File: src/rtl/bram_rr_arbiter.sv
// Round-robin arbiter sharing one BRAM port among NREQ requesters, with locked bursts and ID-tagged reads.
// One bubble per grant; read data one cycle after the beat; the grant is held while the owner stalls.
module bram_rr_arbiter #(
  parameter int NREQ      = 4,
  parameter int ABITS     = 11,
  parameter int DBITS     = 8,
  parameter int MAX_BURST = 16
) (
  input  logic                      clk_i,
  input  logic                      rst_i,
  input  logic [NREQ-1:0]           req_valid_i,
  input  logic [NREQ-1:0]           req_we_i,
  input  logic [NREQ-1:0]           req_last_i,
  input  logic [NREQ*ABITS-1:0]     req_addr_i,
  input  logic [NREQ*DBITS-1:0]     req_wdata_i,
  output logic [NREQ-1:0]           req_ready_o,
  output logic                      rsp_valid_o,
  output logic [$clog2(NREQ)-1:0]   rsp_id_o,
  output logic [DBITS-1:0]          rsp_data_o,
  output logic [ABITS-1:0]          mem_a_o,
  output logic [DBITS-1:0]          mem_d_o,
  output logic                      mem_we_o,
  output logic                      mem_ce_o,
  input  logic [DBITS-1:0]          mem_q_i
);

  localparam int IDW = $clog2(NREQ);
  localparam int CW  = $clog2(MAX_BURST + 1);

  typedef enum logic {IDLE = 1'b0, BURST = 1'b1} state_e;

  state_e           state_q, state_d;
  logic [IDW-1:0]   owner_q, owner_d;
  logic [IDW-1:0]   rr_ptr_q, rr_ptr_d;
  logic [CW-1:0]    beat_cnt_q, beat_cnt_d;
  logic             rsp_valid_q, rsp_valid_d;
  logic [IDW-1:0]   rsp_id_q, rsp_id_d;

  logic [IDW-1:0]   pick;
  logic             any_valid;
  logic             own_valid, own_we, own_last;
  logic             beat, release_burst;

  assign own_valid = req_valid_i[owner_q];
  assign own_we    = req_we_i[owner_q];
  assign own_last  = req_last_i[owner_q];

  // Reset gates the beat so no access is issued in the reset cycle.
  assign beat          = !rst_i && (state_q == BURST) && own_valid;
  assign release_burst = beat && (own_last || (beat_cnt_q == CW'(MAX_BURST - 1)));

  // Scan from rr_ptr downward in priority so the nearest valid requester wins.
  always_comb begin : rr_search
    int idx;
    idx       = 0;
    pick      = rr_ptr_q;
    any_valid = 1'b0;
    for (int k = NREQ - 1; k >= 0; k--) begin
      idx = int'(rr_ptr_q) + k;
      if (idx >= NREQ) idx = idx - NREQ;
      if (req_valid_i[idx]) begin
        pick      = IDW'(idx);
        any_valid = 1'b1;
      end
    end
  end

  always_ff @(posedge clk_i) begin
    if (rst_i) begin
      state_q     <= IDLE;
      owner_q     <= '0;
      rr_ptr_q    <= '0;
      beat_cnt_q  <= '0;
      rsp_valid_q <= 1'b0;
      rsp_id_q    <= '0;
    end else begin
      state_q     <= state_d;
      owner_q     <= owner_d;
      rr_ptr_q    <= rr_ptr_d;
      beat_cnt_q  <= beat_cnt_d;
      rsp_valid_q <= rsp_valid_d;
      rsp_id_q    <= rsp_id_d;
    end
  end

  always_comb begin
    state_d     = state_q;
    owner_d     = owner_q;
    rr_ptr_d    = rr_ptr_q;
    beat_cnt_d  = beat_cnt_q;
    rsp_valid_d = beat && !own_we;
    rsp_id_d    = beat ? owner_q : rsp_id_q;
    case (state_q)
      IDLE: begin
        if (any_valid) begin
          owner_d = pick;
          state_d = BURST;
        end
      end
      BURST: begin
        if (release_burst) begin
          state_d    = IDLE;
          beat_cnt_d = '0;
          rr_ptr_d   = (owner_q == IDW'(NREQ - 1)) ? '0 : owner_q + 1'b1;
        end else if (beat) begin
          beat_cnt_d = beat_cnt_q + 1'b1;
        end
      end
      default: state_d = IDLE;
    endcase
  end

  always_comb begin
    req_ready_o = '0;
    if (!rst_i && state_q == BURST) req_ready_o[owner_q] = own_valid;
    mem_ce_o = beat;
    mem_we_o = beat && own_we;
  end

  assign mem_a_o     = req_addr_i[int'(owner_q)*ABITS +: ABITS];
  assign mem_d_o     = req_wdata_i[int'(owner_q)*DBITS +: DBITS];
  assign rsp_valid_o = rsp_valid_q && !rst_i;
  assign rsp_id_o    = rsp_id_q;
  assign rsp_data_o  = mem_q_i;

endmodule

File: config.mk
export PLATFORM = sky130hd
export DESIGN_NAME = bram_rr_arbiter
export DESIGN_NICKNAME = d
export VERILOG_FILES = /design/src/rtl/bram_rr_arbiter.sv
export SDC_FILE = /design/constraint.sdc
export NUM_CORES = 1
export LEC_CHECK = 0
export BUFFER_PORTS_ARGS = -buffer_cell sky130_fd_sc_hd__buf_2
export CAP_MARGIN = 20
export CORE_MARGIN = 8
export CORE_UTILIZATION = 32
export CTS_CLUSTER_SIZE = 16
export DETAILED_ROUTE_END_ITERATION = 12
export PLACE_DENSITY = 0.87
export SKIP_LAST_GASP = 1
export SLEW_MARGIN = 40
export SYNTH_ARGS = -nofsm -noshare
export SYNTH_HDL_FRONTEND = slang
export SYNTH_SLANG_ARGS = --single-unit
File: constraint.sdc
create_clock -name clk_i -period 1.8 [get_ports clk_i]
set_input_delay 0.18 -clock clk_i [delete_from_list [all_inputs] [get_ports clk_i]]
set_output_delay 0.18 -clock clk_i [all_outputs]
set_load 0.05 [all_outputs]
==> impl_metrics.py, run 1 <==
metrics = {
    "global_route": {
        "antenna_found_initial": 0,
        "grt_pass1_wl_um": 8060,
        "grt_pass1_vias": 1637,
        "grt_max_degree": 18,
        "grt-ovfl-total": 0,
        "grtUsageTotal": 0.159,
    },
    "yosys": {
        "synth.area.top_cells": "mux4_2 34%, dfxtp_1 20%, ha_1 5.7%",
        "ys_seq_area_frac": 0.198,
        "synth.avg_cell_area_um2": 10.4,
        "syn_area_mm2": 0.00131,
        "ys_ff_latch": 13,
        "synthCells": 126,
        "synth_area_leader_cell": "mux4_2",
        "ys_types": 33,
        "yosysTopAreaCellShare": 0.344,
        "synth_warnings": 0,
        "syn_nets": 230,
    },
    "drt": {
        "avgViaCountPerCell": 5.38,
        "drt-initial-drc-count": 48,
        "vias": 1592,
        "detail-route-antenna-nets": 0,
        "drc": 0,
        "avgRoutedWirePerCell_um": 19.0,
        "route.final.wire_length_um": 5630,
        "dr.pass1.iters": 4,
    },
    "clocking": {
        "clk_path_buf_depth": 2,
        "cts_hold_buffers": 0,
        "cts_tree": "done",
        "cts_root_buffer": "clkbuf_8",
        "clkSlewWorstSetupHoldPaths_ns": 0.06,
        "worst_skew_pair.late_latency_ns": 0.24,
        "cts_buffers": 3,
        "htreeDepth": 1,
        "cts_sinks": 13,
    },
    "critical_path": {
        "r2r_slack_ns": -0.06,
        "critPathLaunchType": "flop",
        "crit_path_end_kind": "flop",
        "path_class": "reg -> reg",
        "worstPathRequired_ns": 1.95,
        "crit_arrival_ns": 2.01,
        "crit_fanout": 5,
    },
    "placement": {
        "gp_congestion": 0.851,
        "dp_hpwl_um": 4400,
        "port_buffers": 117,
        "pre_cts_ws_ns": 0.0101,
        "placed_area_mm2": 0.00195,
    },
    "floorplanning": {
        "initial_core_util": 0.330,
        "fp.dieArea_mm2": 0.00640,
        "rows": 23,
        "fp.coreArea_mm2": 0.00397,
        "die_y_um": 80.0,
        "die_width_um": 80.0,
        "ios": 134,
    },
    "timing": {
        "rsz0062_at_grt": "yes",
        "fmax_ghz": 0.537,
        "fin_crit_ns": 1.86,
        "drv_slew": 0,
        "tightest_slew_ns": 0.348,
        "slew-limit-headroom": 0.768,
        "final.period_utilization": 1.03,
        "worst_slack_ns": -0.0618,
        "finalClockSkew_ns": 0.00156,
        "setup_viol": 3,
        "finalHoldViolCount": 0,
    },
    "power": {
        "clock_power_share": 0.173,
        "ir_worst_vdd_uv": 344,
        "sequentialPowerShare": 0.216,
        "power_switching_mw": 0.626,
        "p_int_mw": 0.887,
        "power_frac_comb": 0.611,
        "p_leak_nw": 1.04,
        "p_per_area_mw_per_mm2": 661,
        "swShare": 0.414,
    },
    "final_layout": {
        "num-fill-cells": 316,
        "fin_area_mm2": 0.00229,
        "final_nets": 351,
        "area_growth_syn_to_layout_pct": 74.6,
        "drive_gt1_frac": 0.679,
        "diodes": 0,
    },
    "worst_hold_path": {
        "hold_path_class": "in -> reg",
    },
    "status": {
        "run_status": "finished, violations left",
        "violations": "negative setup slack",
    },
    "flow_run": {
        "maxCapViolCount": 0,
    },
}
-- logic make-up after synthesis --
kind of cell | Yosys count | share of synthesized area
AND/OR/NAND/NOR | 39 | 0.156
buffers and inverters | 22 | 0.0926
adder cells (fa/ha/maj) | 6 | 0.0573
flip-flops | 13 | 0.198
AO/OA/AOI/OAI | 23 | 0.115
multiplexers | 23 | 0.381
-- layout by cell type, fill, tap and decap left out, types with 2 or more instances in the layout --
master and n:
mux2_4 2, clkbuf_8 3, dfxtp_1 11, nor3_1 3
and2_4 5, nand3_1 4, a21oi_1 5, buf_2 95
o21ai_0 4, a31oi_1 4, buf_8 6, buf_4 10
buf_12 2, ha_1 6, o221ai_1 2, nand3b_1 2
nor2_1 7, mux4_2 20, buf_6 17, or4_1 2
inv_1 6, o31ai_1 2, nand2_1 7
-- synth_stat cells --
cell,number
a211o_1,1
a211oi_1,1
a21oi_1,5
a22o_1,1
a22oi_1,2
a31oi_1,4
and2_1,6
and3_1,1
buf_2,1
buf_4,8
buf_6,1
clkbuf_1,6
dfxtp_1,13
ha_1,6
inv_1,6
mux2_2,2
mux4_1,1
mux4_2,20
nand2_1,7
nand3_1,4
nand3b_1,2
nand4b_1,1
nor2_1,8
nor2b_1,2
nor3_1,3
nor4_1,1
o21ai_0,4
o21bai_1,1
o221ai_1,2
o31ai_1,2
or2_1,1
or3_1,1
or4_1,2
-- power by group through the flow --
stage	clock network (mW)	logic (mW)	registers [mW]
3_3_place_gp	0	0.755	0.328
3_5_place_dp	0	0.768	0.329
6_report	0.262	0.924	0.327
4_1_cts	0.268	0.889	0.325
5_1_grt	0.282	0.973	0.329
2_1_floorplan	0	0.579	0.328
-- worst paths after layout --
| check | depth (start not counted) | start | to |
|---|---|---|---|
| worst max-delay path | 4 | owner_q[0]$_SDFFE_PP0P_ | beat_cnt_q[3]$_SDFFE_PP0P_ |
| worst min-delay path | 2 | rst_i | rsp_id_o[1]$_SDFFE_PP0P_ |
| worst max register to register | 4 | owner_q[0]$_SDFFE_PP0P_ | beat_cnt_q[3]$_SDFFE_PP0P_ |
| worst min register to register | 2 | rsp_id_o[0]$_SDFFE_PP0P_ | rsp_id_o[0]$_SDFFE_PP0P_ |
-- per-stage QoR --
| step | cells | total power, mW | hold slack [ns] | util | setup TNS, ns |
|---|---|---|---|---|---|
| finish | 296 | 1.51 | 0.322 | 0.577 | -0.0747 |
| global route | 296 | 1.58 | 0.325 | 0.577 | -0.656 |
| CTS | 294 | 1.48 | 0.314 | 0.557 | -0.148 |
| detailed placement | 285 | 1.10 | 0.360 | 0.492 | 0 |
| global placement | 285 | 1.08 | 0.360 | 0.492 | 0 |
| floorplan | 126 | 0.907 | 0.281 | - | -0.0916 |
-- state kept, by name (all words and copies together), names as in the netlist --
signal,flops
beat_cnt_q,5
owner_q,2
rr_ptr_q,2
rsp_id_o,2
rsp_valid_q,1
state_q,1
-- critical path, stage by stage (launching register included) --
cell and delay, ns:
dfxtp_4 0.40, mux4_2 0.52, or2_1 0.25, or4_1 0.40
a31oi_1 0.20
-- routing by layer --
layer  part of all wire  routed length (µm)  GRT usage
met4              0.015                  84     0.0400
met2               0.57                3220      0.322
met5                  0                   0          0
met3              0.099                 558     0.0428
met1               0.31                1770      0.149
-- timing repair --
action                                  in CTS  in global routing
resized for setup                           47                 14
pin swaps                                    1                  5
gates cloned                                 1                  1
endpoints found under the hold margin        0                  0
endpoints found under the setup margin      26                 25
buffers inserted                             4                  1
-- layout make-up --
class	instances	area (µm²)	area share
Clock buffer	4	45.0	0.0197
Inverter	6	22.5	0.00984
Multi-Input combinational cell	91	965	0.421
Sequential cell	13	265	0.116
Tap cell	50	62.6	0.0273
Timing Repair Buffer	132	930	0.406
Power figures use the tool's default switching activity.
==> run 2, diff against run 1 <==
==> config.mk (replaced) <==
export PLATFORM = sky130hd
export DESIGN_NAME = bram_rr_arbiter
export DESIGN_NICKNAME = d
export VERILOG_FILES = /design/src/rtl/bram_rr_arbiter.sv
export SDC_FILE = /design/constraint.sdc
export NUM_CORES = 1
export LEC_CHECK = 0
export ABC_AREA = 1
export BUFFER_PORTS_ARGS = -buffer_cell sky130_fd_sc_hd__buf_2
export CAP_MARGIN = 20
export CORE_MARGIN = 8
export CORE_UTILIZATION = 35
export CTS_CLUSTER_SIZE = 16
export DETAILED_ROUTE_END_ITERATION = 12
export PLACE_DENSITY = 0.88
export SKIP_LAST_GASP = 1
export SYNTH_ARGS = -nofsm -noshare
export SYNTH_HDL_FRONTEND = slang
export SYNTH_SLANG_ARGS = --single-unit
==> impl_metrics.py, run 2 <==
metrics = {
    "status": {
        "run_status": "completed",
    },
    "floorplanning": {
        "die_width_um": 82.3,
        "ios": 134,
        "fp.coreArea_mm2": 0.00429,
        "rows": 24,
        "die_y_um": 82.3,
        "initial_core_util": 0.359,
        "fp.dieArea_mm2": 0.00678,
    },
    "yosys": {
        "synth_warnings": 0,
        "synthCells": 276,
        "syn_nets": 380,
        "synth.area.top_cells": "dfxtp_1 17%, o21ai_0 14%, nand2_1 13%",
        "synth.avg_cell_area_um2": 5.58,
        "yosysTopAreaCellShare": 0.169,
        "synthTopCellsByCount": "55 x nand2_1, 53 x nor2_1, 44 x o21ai_0, 23 x inv_1, 21 x o22ai_1",
        "ys_seq_area_frac": 0.169,
        "async_reset_ff_frac": 0,
        "synth-edff-count": 0,
        "ys_types": 25,
        "yosysMostFrequentCell": "nand2_1",
        "ys.flop_type": "dfxtp_1",
        "ys_ff_latch": 13,
        "syn_area_mm2": 0.00154,
        "synth_area_leader_cell": "dfxtp_1",
    },
    "critical_path": {
        "worstPathRequired_ns": 1.62,
        "critPathLaunchType": "flop",
        "reg2reg_to": "owner_q[1]$_SDFFE_PP0P_",
        "r2r_slack_ns": 0.34,
        "path_class": "reg -> out",
        "crit_fanout": 40,
        "r2r_cells": 12,
        "crit_arrival_ns": 1.57,
        "rr_startpoint": "rr_ptr_q[0]$_SDFFE_PP0P_",
        "endpoint": "mem_we_o",
        "crit_start": "owner_q[0]$_SDFFE_PP0P_",
        "crit_path_end_kind": "output pin",
    },
    "timing": {
        "fin_crit_ns": 1.75,
        "finalHoldViolCount": 0,
        "final.period_utilization": 0.970,
        "slew-limit-headroom": 0.799,
        "worst_slack_ns": 0.0531,
        "setup_viol": 0,
        "tightest_slew_ns": 0.299,
        "fmax_ghz": 0.572,
        "finalClockSkew_ns": 0.000885,
        "drv_slew": 0,
        "finalSetupTns_ns": 0,
        "hold_slack_ns": 0.219,
        "rsz0062_at_grt": "yes",
    },
    "final_layout": {
        "num-fill-cells": 411,
        "final_cells": 436,
        "top_register": "beat_cnt_q",
        "diodes": 0,
        "final_nets": 489,
        "fin_area_mm2": 0.00236,
        "layout_commonest_cell": "buf_2",
        "area_growth_syn_to_layout_pct": 53.2,
        "largest_reg_flops": 5,
        "finalCoreUtilization": 0.550,
        "drive_gt1_frac": 0.440,
        "layout_common_cells": "112 x buf_2, 55 x nand2_1, 48 x nor2_1, 44 x o21ai_0, 22 x inv_1",
    },
    "power": {
        "p_per_area_mw_per_mm2": 1710,
        "sequentialPowerShare": 0.106,
        "total_power_mw": 4.04,
        "p_leak_nw": 1.25,
        "swShare": 0.628,
        "power_frac_comb": 0.829,
        "ir_worst_vdd_uv": 1340,
        "p_int_mw": 1.51,
        "power_switching_mw": 2.54,
        "clock_power_share": 0.065,
    },
    "clocking": {
        "post_cts_buffers": 0,
        "cts_buffers": 3,
        "worst_skew_pair.late_latency_ns": 0.25,
        "htreeDepth": 1,
        "cts_hold_buffers": 0,
        "cts_root_buffer": "clkbuf_8",
        "clk_path_buf_depth": 2,
        "cts_tree": "done",
        "cts_sinks": 13,
        "clkSlewWorstSetupHoldPaths_ns": 0.05,
    },
    "worst_hold_path": {
        "hold_path_class": "in -> reg",
    },
    "drt": {
        "avgViaCountPerCell": 5.11,
        "avgRoutedWirePerCell_um": 14.6,
        "detail-route-antenna-nets": 0,
        "route.final.wire_length_um": 6350,
        "dr.pass1.iters": 5,
        "drt-initial-drc-count": 95,
        "drc": 0,
        "vias": 2229,
    },
    "placement": {
        "dpl.cell_count": 432,
        "placed_area_mm2": 0.00227,
        "dp_hpwl_um": 5250,
        "pre_cts_ws_ns": 0.234,
        "gp_congestion": 0.864,
        "port_buffers": 117,
    },
    "global_route": {
        "antenna_found_initial": 0,
        "use_met1": 0.208,
        "grt-busiest-layer": "met2",
        "grt_max_degree": 41,
        "grt_pass1_vias": 2146,
        "grt_pass1_wl_um": 9870,
        "grt-ovfl-total": 0,
        "use_met2": 0.324,
        "grt_util_met3": 0.0455,
        "grtUsageTotal": 0.183,
    },
    "flow_run": {
        "maxCapViolCount": 0,
    },
}
## run 2: cell types whose count changed in the layout (fill, tap and decap cells not counted), moves of 11 or more
cell     before  now
buf_6        17    6
buf_2        95  112
mux4_2       20    0
nor2_1        7   48
o22ai_2       0   19
inv_1         6   22
o21ai_0       4   44
nand2_1       7   55
## run 2: worst min path at each step
stage | end | cells past startpoint | from | slack (ns)
global route | beat_cnt_q[4]$_SDFFE_PP0P_ | 2 | rst_i | 0.23
global placement | rsp_data_o[4] | 0 | mem_q_i[4] | 0.36
CTS | beat_cnt_q[4]$_SDFFE_PP0P_ | 2 | rst_i | 0.21
finish | beat_cnt_q[4]$_SDFFE_PP0P_ | 2 | rst_i | 0.22
detailed placement | rsp_data_o[4] | 0 | mem_q_i[4] | 0.36
floorplan | beat_cnt_q[1]$_SDFFE_PP0P_ | 1 | rst_i | 0.25
## run 2: routing by layer
layer	wire length [µm]	vias to the layer above
met4	144	0
li1	-	1119
met5	0	-
met2	3220	89
met1	2520	1002
met3	470	19
## run 2: power by group through the flow
stage | sequential [mW] | clock [mW] | combinational, mW
4_1_cts | 0.423 | 0.267 | 3.33
2_1_floorplan | 0.499 | 0 | 2.52
3_5_place_dp | 0.428 | 0 | 3.31
6_report | 0.429 | 0.263 | 3.35
3_3_place_gp | 0.423 | 0 | 3.27
5_1_grt | 0.437 | 0.279 | 3.60
## run 2: cell type report
type / instances / area [µm²] / area share
well taps: 52 / 65.1 / 0.0276
clock buffers: 4 / 45.0 / 0.0191
inverters: 27 / 104 / 0.0440
multi-input cells: 214 / 1180 / 0.502
flip-flops and latches: 13 / 262 / 0.111
repair buffers: 126 / 701 / 0.297
## run 2: worst max-delay path: stages, from the launching register on
cell and delay (ns):
dfxtp_2 0.36, buf_12 0.20, nand2_1 0.07, a32oi_1 0.27, inv_1 0.09, nor2_2 0.12, buf_4 0.20
## run 2: what timing repair did
item | in CTS | in global routing
endpoints found under the setup margin | 5 | 21
resized for setup | 5 | 10
endpoints found under the hold margin | 0 | 0
## run 2: cell families after synthesis
group                      Yosys count  share of synthesized area
adders and majority gates            6                     0.0487
buffers and inverters               49                      0.148
and+or+nand+nor                    128                      0.346
DFF                                 13                      0.169
AOI/OAI and AO/OA                   80                      0.288
==> run 3, diff against run 2 <==
--- a/config.mk
+++ b/config.mk
@@ -13,6 +13,7 @@
 export CTS_CLUSTER_SIZE = 16
 export DETAILED_ROUTE_END_ITERATION = 12
 export PLACE_DENSITY = 0.88
+export RECOVER_POWER = 25
 export SKIP_LAST_GASP = 1
 export SYNTH_ARGS = -nofsm -noshare
 export SYNTH_HDL_FRONTEND = slang
==> constraint.sdc (replaced) <==
create_clock -name clk_i -period 1.45 [get_ports clk_i]
set_input_delay 0.145 -clock clk_i [delete_from_list [all_inputs] [get_ports clk_i]]
set_output_delay 0.145 -clock clk_i [all_outputs]
set_load 0.05 [all_outputs]
==> impl_metrics.py, run 3 (synthesis results as in run 2) <==
metrics = {
    "status": {
        "run_status": "finished, violations left",
        "violations": "negative setup slack",
    },
    "placement": {
        "gp_congestion": 0.874,
        "dp_hpwl_um": 5480,
        "dpl.cell_count": 444,
        "port_buffers": 117,
        "pre_cts_ws_ns": -0.110,
        "placed_area_mm2": 0.00251,
    },
    "critical_path": {
        "critPathLaunchType": "flop",
        "path_class": "reg -> out",
        "worstPathRequired_ns": 1.31,
        "rr_startpoint": "owner_q[0]$_SDFFE_PP0P_",
        "path_buf_inv": 3,
        "crit_fanout": 8,
        "crit_path_end_kind": "output pin",
        "cpMostUsedCell": "nand2_2",
        "crit_arrival_ns": 1.47,
        "slowest_stage": "dfxtp_4",
        "max_stage_delay_ns": 0.43,
        "crit_chain": "inv_6 > nand2_2 > nand3_2 > nand2_2 > nand2_4 > clkinv_4 > nand2_8 > nor2_4 > buf_8",
        "crit_family": "simple AND/OR/NAND/NOR gates",
        "crit_start": "owner_q[0]$_SDFFE_PP0P_",
    },
    "drt": {
        "drc": 0,
        "dr.pass1.iters": 4,
        "route.final.wire_length_um": 7180,
        "drt-initial-drc-count": 94,
        "avgRoutedWirePerCell_um": 15.7,
        "vias": 2416,
        "avgViaCountPerCell": 5.30,
        "detail-route-antenna-nets": 0,
    },
    "worst_hold_path": {
        "hold_path_class": "in -> reg",
        "worstHoldStart": "rst_i",
    },
    "clocking": {
        "worst_skew_pair.late_latency_ns": 0.24,
        "cts_root_buffer": "clkbuf_8",
        "cts_buffers": 3,
        "htreeDepth": 1,
        "cts_tree": "done",
        "clkSlewWorstSetupHoldPaths_ns": 0.06,
        "clk_path_buf_depth": 2,
        "cts_sinks": 13,
        "cts_hold_buffers": 0,
    },
    "power": {
        "ir_worst_vdd_uv": 1380,
        "p_leak_nw": 1.41,
        "sequentialPowerShare": 0.089,
        "p_per_area_mw_per_mm2": 2220,
        "power_frac_comb": 0.861,
        "clock_power_share": 0.051,
        "swShare": 0.576,
        "p_int_mw": 2.74,
        "power_switching_mw": 3.73,
    },
    "final_layout": {
        "layout_common_cells": "92 x buf_2, 51 x nand2_1, 45 x nor2_1, 30 x buf_4",
        "largest_reg_flops": 5,
        "final_cells": 456,
        "area_growth_syn_to_layout_pct": 89.3,
        "num-fill-cells": 331,
        "drive_gt1_frac": 0.545,
        "final_nets": 509,
        "diodes": 0,
        "layout_commonest_cell": "buf_2",
        "fin_area_mm2": 0.00292,
        "top_register": "beat_cnt_q",
    },
    "global_route": {
        "grt-ovfl-total": 0,
        "grt-busiest-layer": "met2",
        "antenna_found_initial": 0,
        "use_met2": 0.371,
        "grt_pass1_wl_um": 10300,
        "grt_pass1_vias": 2243,
        "use_met1": 0.195,
        "grt_max_degree": 28,
        "grtUsageTotal": 0.188,
        "grt_util_met3": 0.0368,
    },
    "timing": {
        "slew-limit-headroom": 0.765,
        "fin_crit_ns": 1.61,
        "rsz0062_at_grt": "yes",
        "finalClockSkew_ns": 0.00148,
        "finalHoldViolCount": 0,
        "final.period_utilization": 1.11,
        "hold_slack_ns": 0.218,
        "worst_slack_ns": -0.163,
        "setup_viol": 30,
        "tightest_slew_ns": 0.348,
        "drv_slew": 0,
        "fmax_ghz": 0.620,
    },
    "flow_run": {
        "maxCapViolCount": 0,
    },
    "floorplanning": {
        "rows": 24,
        "ios": 134,
        "die_width_um": 82.3,
        "fp.dieArea_mm2": 0.00678,
        "initial_core_util": 0.359,
        "die_y_um": 82.3,
        "fp.coreArea_mm2": 0.00429,
    },
}
run 3: changes by cell type in the layout (fill, tap and decap cells not counted), sizes merged:
cell / delta
buf: +19
clkinv: +1
inv: -1
nand2: +1
run 3: metrics by stage:
step / total power, mW / setup TNS, ns / util
floorplan: 4.18 / -0.306 / -
global placement: 5.14 / -0.563 / 0.585
detailed placement: 5.23 / -1.45 / 0.585
CTS: 6.08 / -3.08 / 0.640
global route: 6.85 / -5.23 / 0.679
finish: 6.47 / -3.03 / 0.679
run 3: routing by layer:
| metal | vias to the layer above | wire (µm) | share of wire |
|---|---|---|---|
| met5 | - | 0 | 0 |
| met4 | 0 | 129 | 0.018 |
| met3 | 15 | 730 | 0.10 |
| met2 | 120 | 3840 | 0.53 |
| met1 | 1115 | 2480 | 0.35 |
| li1 | 1166 | - | - |
run 3: path summary, 6_finish.rpt:
kind / end / slack [ns] / cells after the start
setup / recovery: req_ready_o[3] / -0.16 / 9
hold / removal: beat_cnt_q[1]$_SDFFE_PP0P_ / 0.22 / 2
setup reg to reg: beat_cnt_q[4]$_SDFFE_PP0P_ / -0.10 / 11
hold reg to reg: beat_cnt_q[3]$_SDFFE_PP0P_ / 0.47 / 2
run 3: layout make-up:
type,instances,area [µm²],share of cell area
Sequential cell,13,270,0.0927
Timing Repair Buffer,145,960,0.329
Inverter,27,111,0.0382
Tap cell,52,65.1,0.0223
Multi-Input combinational cell,215,1460,0.502
Clock buffer,4,45.0,0.0155
run 3: power groups by stage:
stage	clock (mW)	combinational (mW)	sequential (mW)
floorplan	0	3.56	0.621
global placement	0	4.59	0.548
detailed placement	0	4.68	0.551
CTS	0.328	5.19	0.556
global route	0.350	5.91	0.585
finish	0.327	5.57	0.574
run 3: repair_timing:
action / in CTS / in global routing
gates cloned: 1 / 0
setup endpoints to repair: 28 / 37
resized for setup: 68 / 50
buffers inserted: 4 / 4
pin swaps: 7 / 10
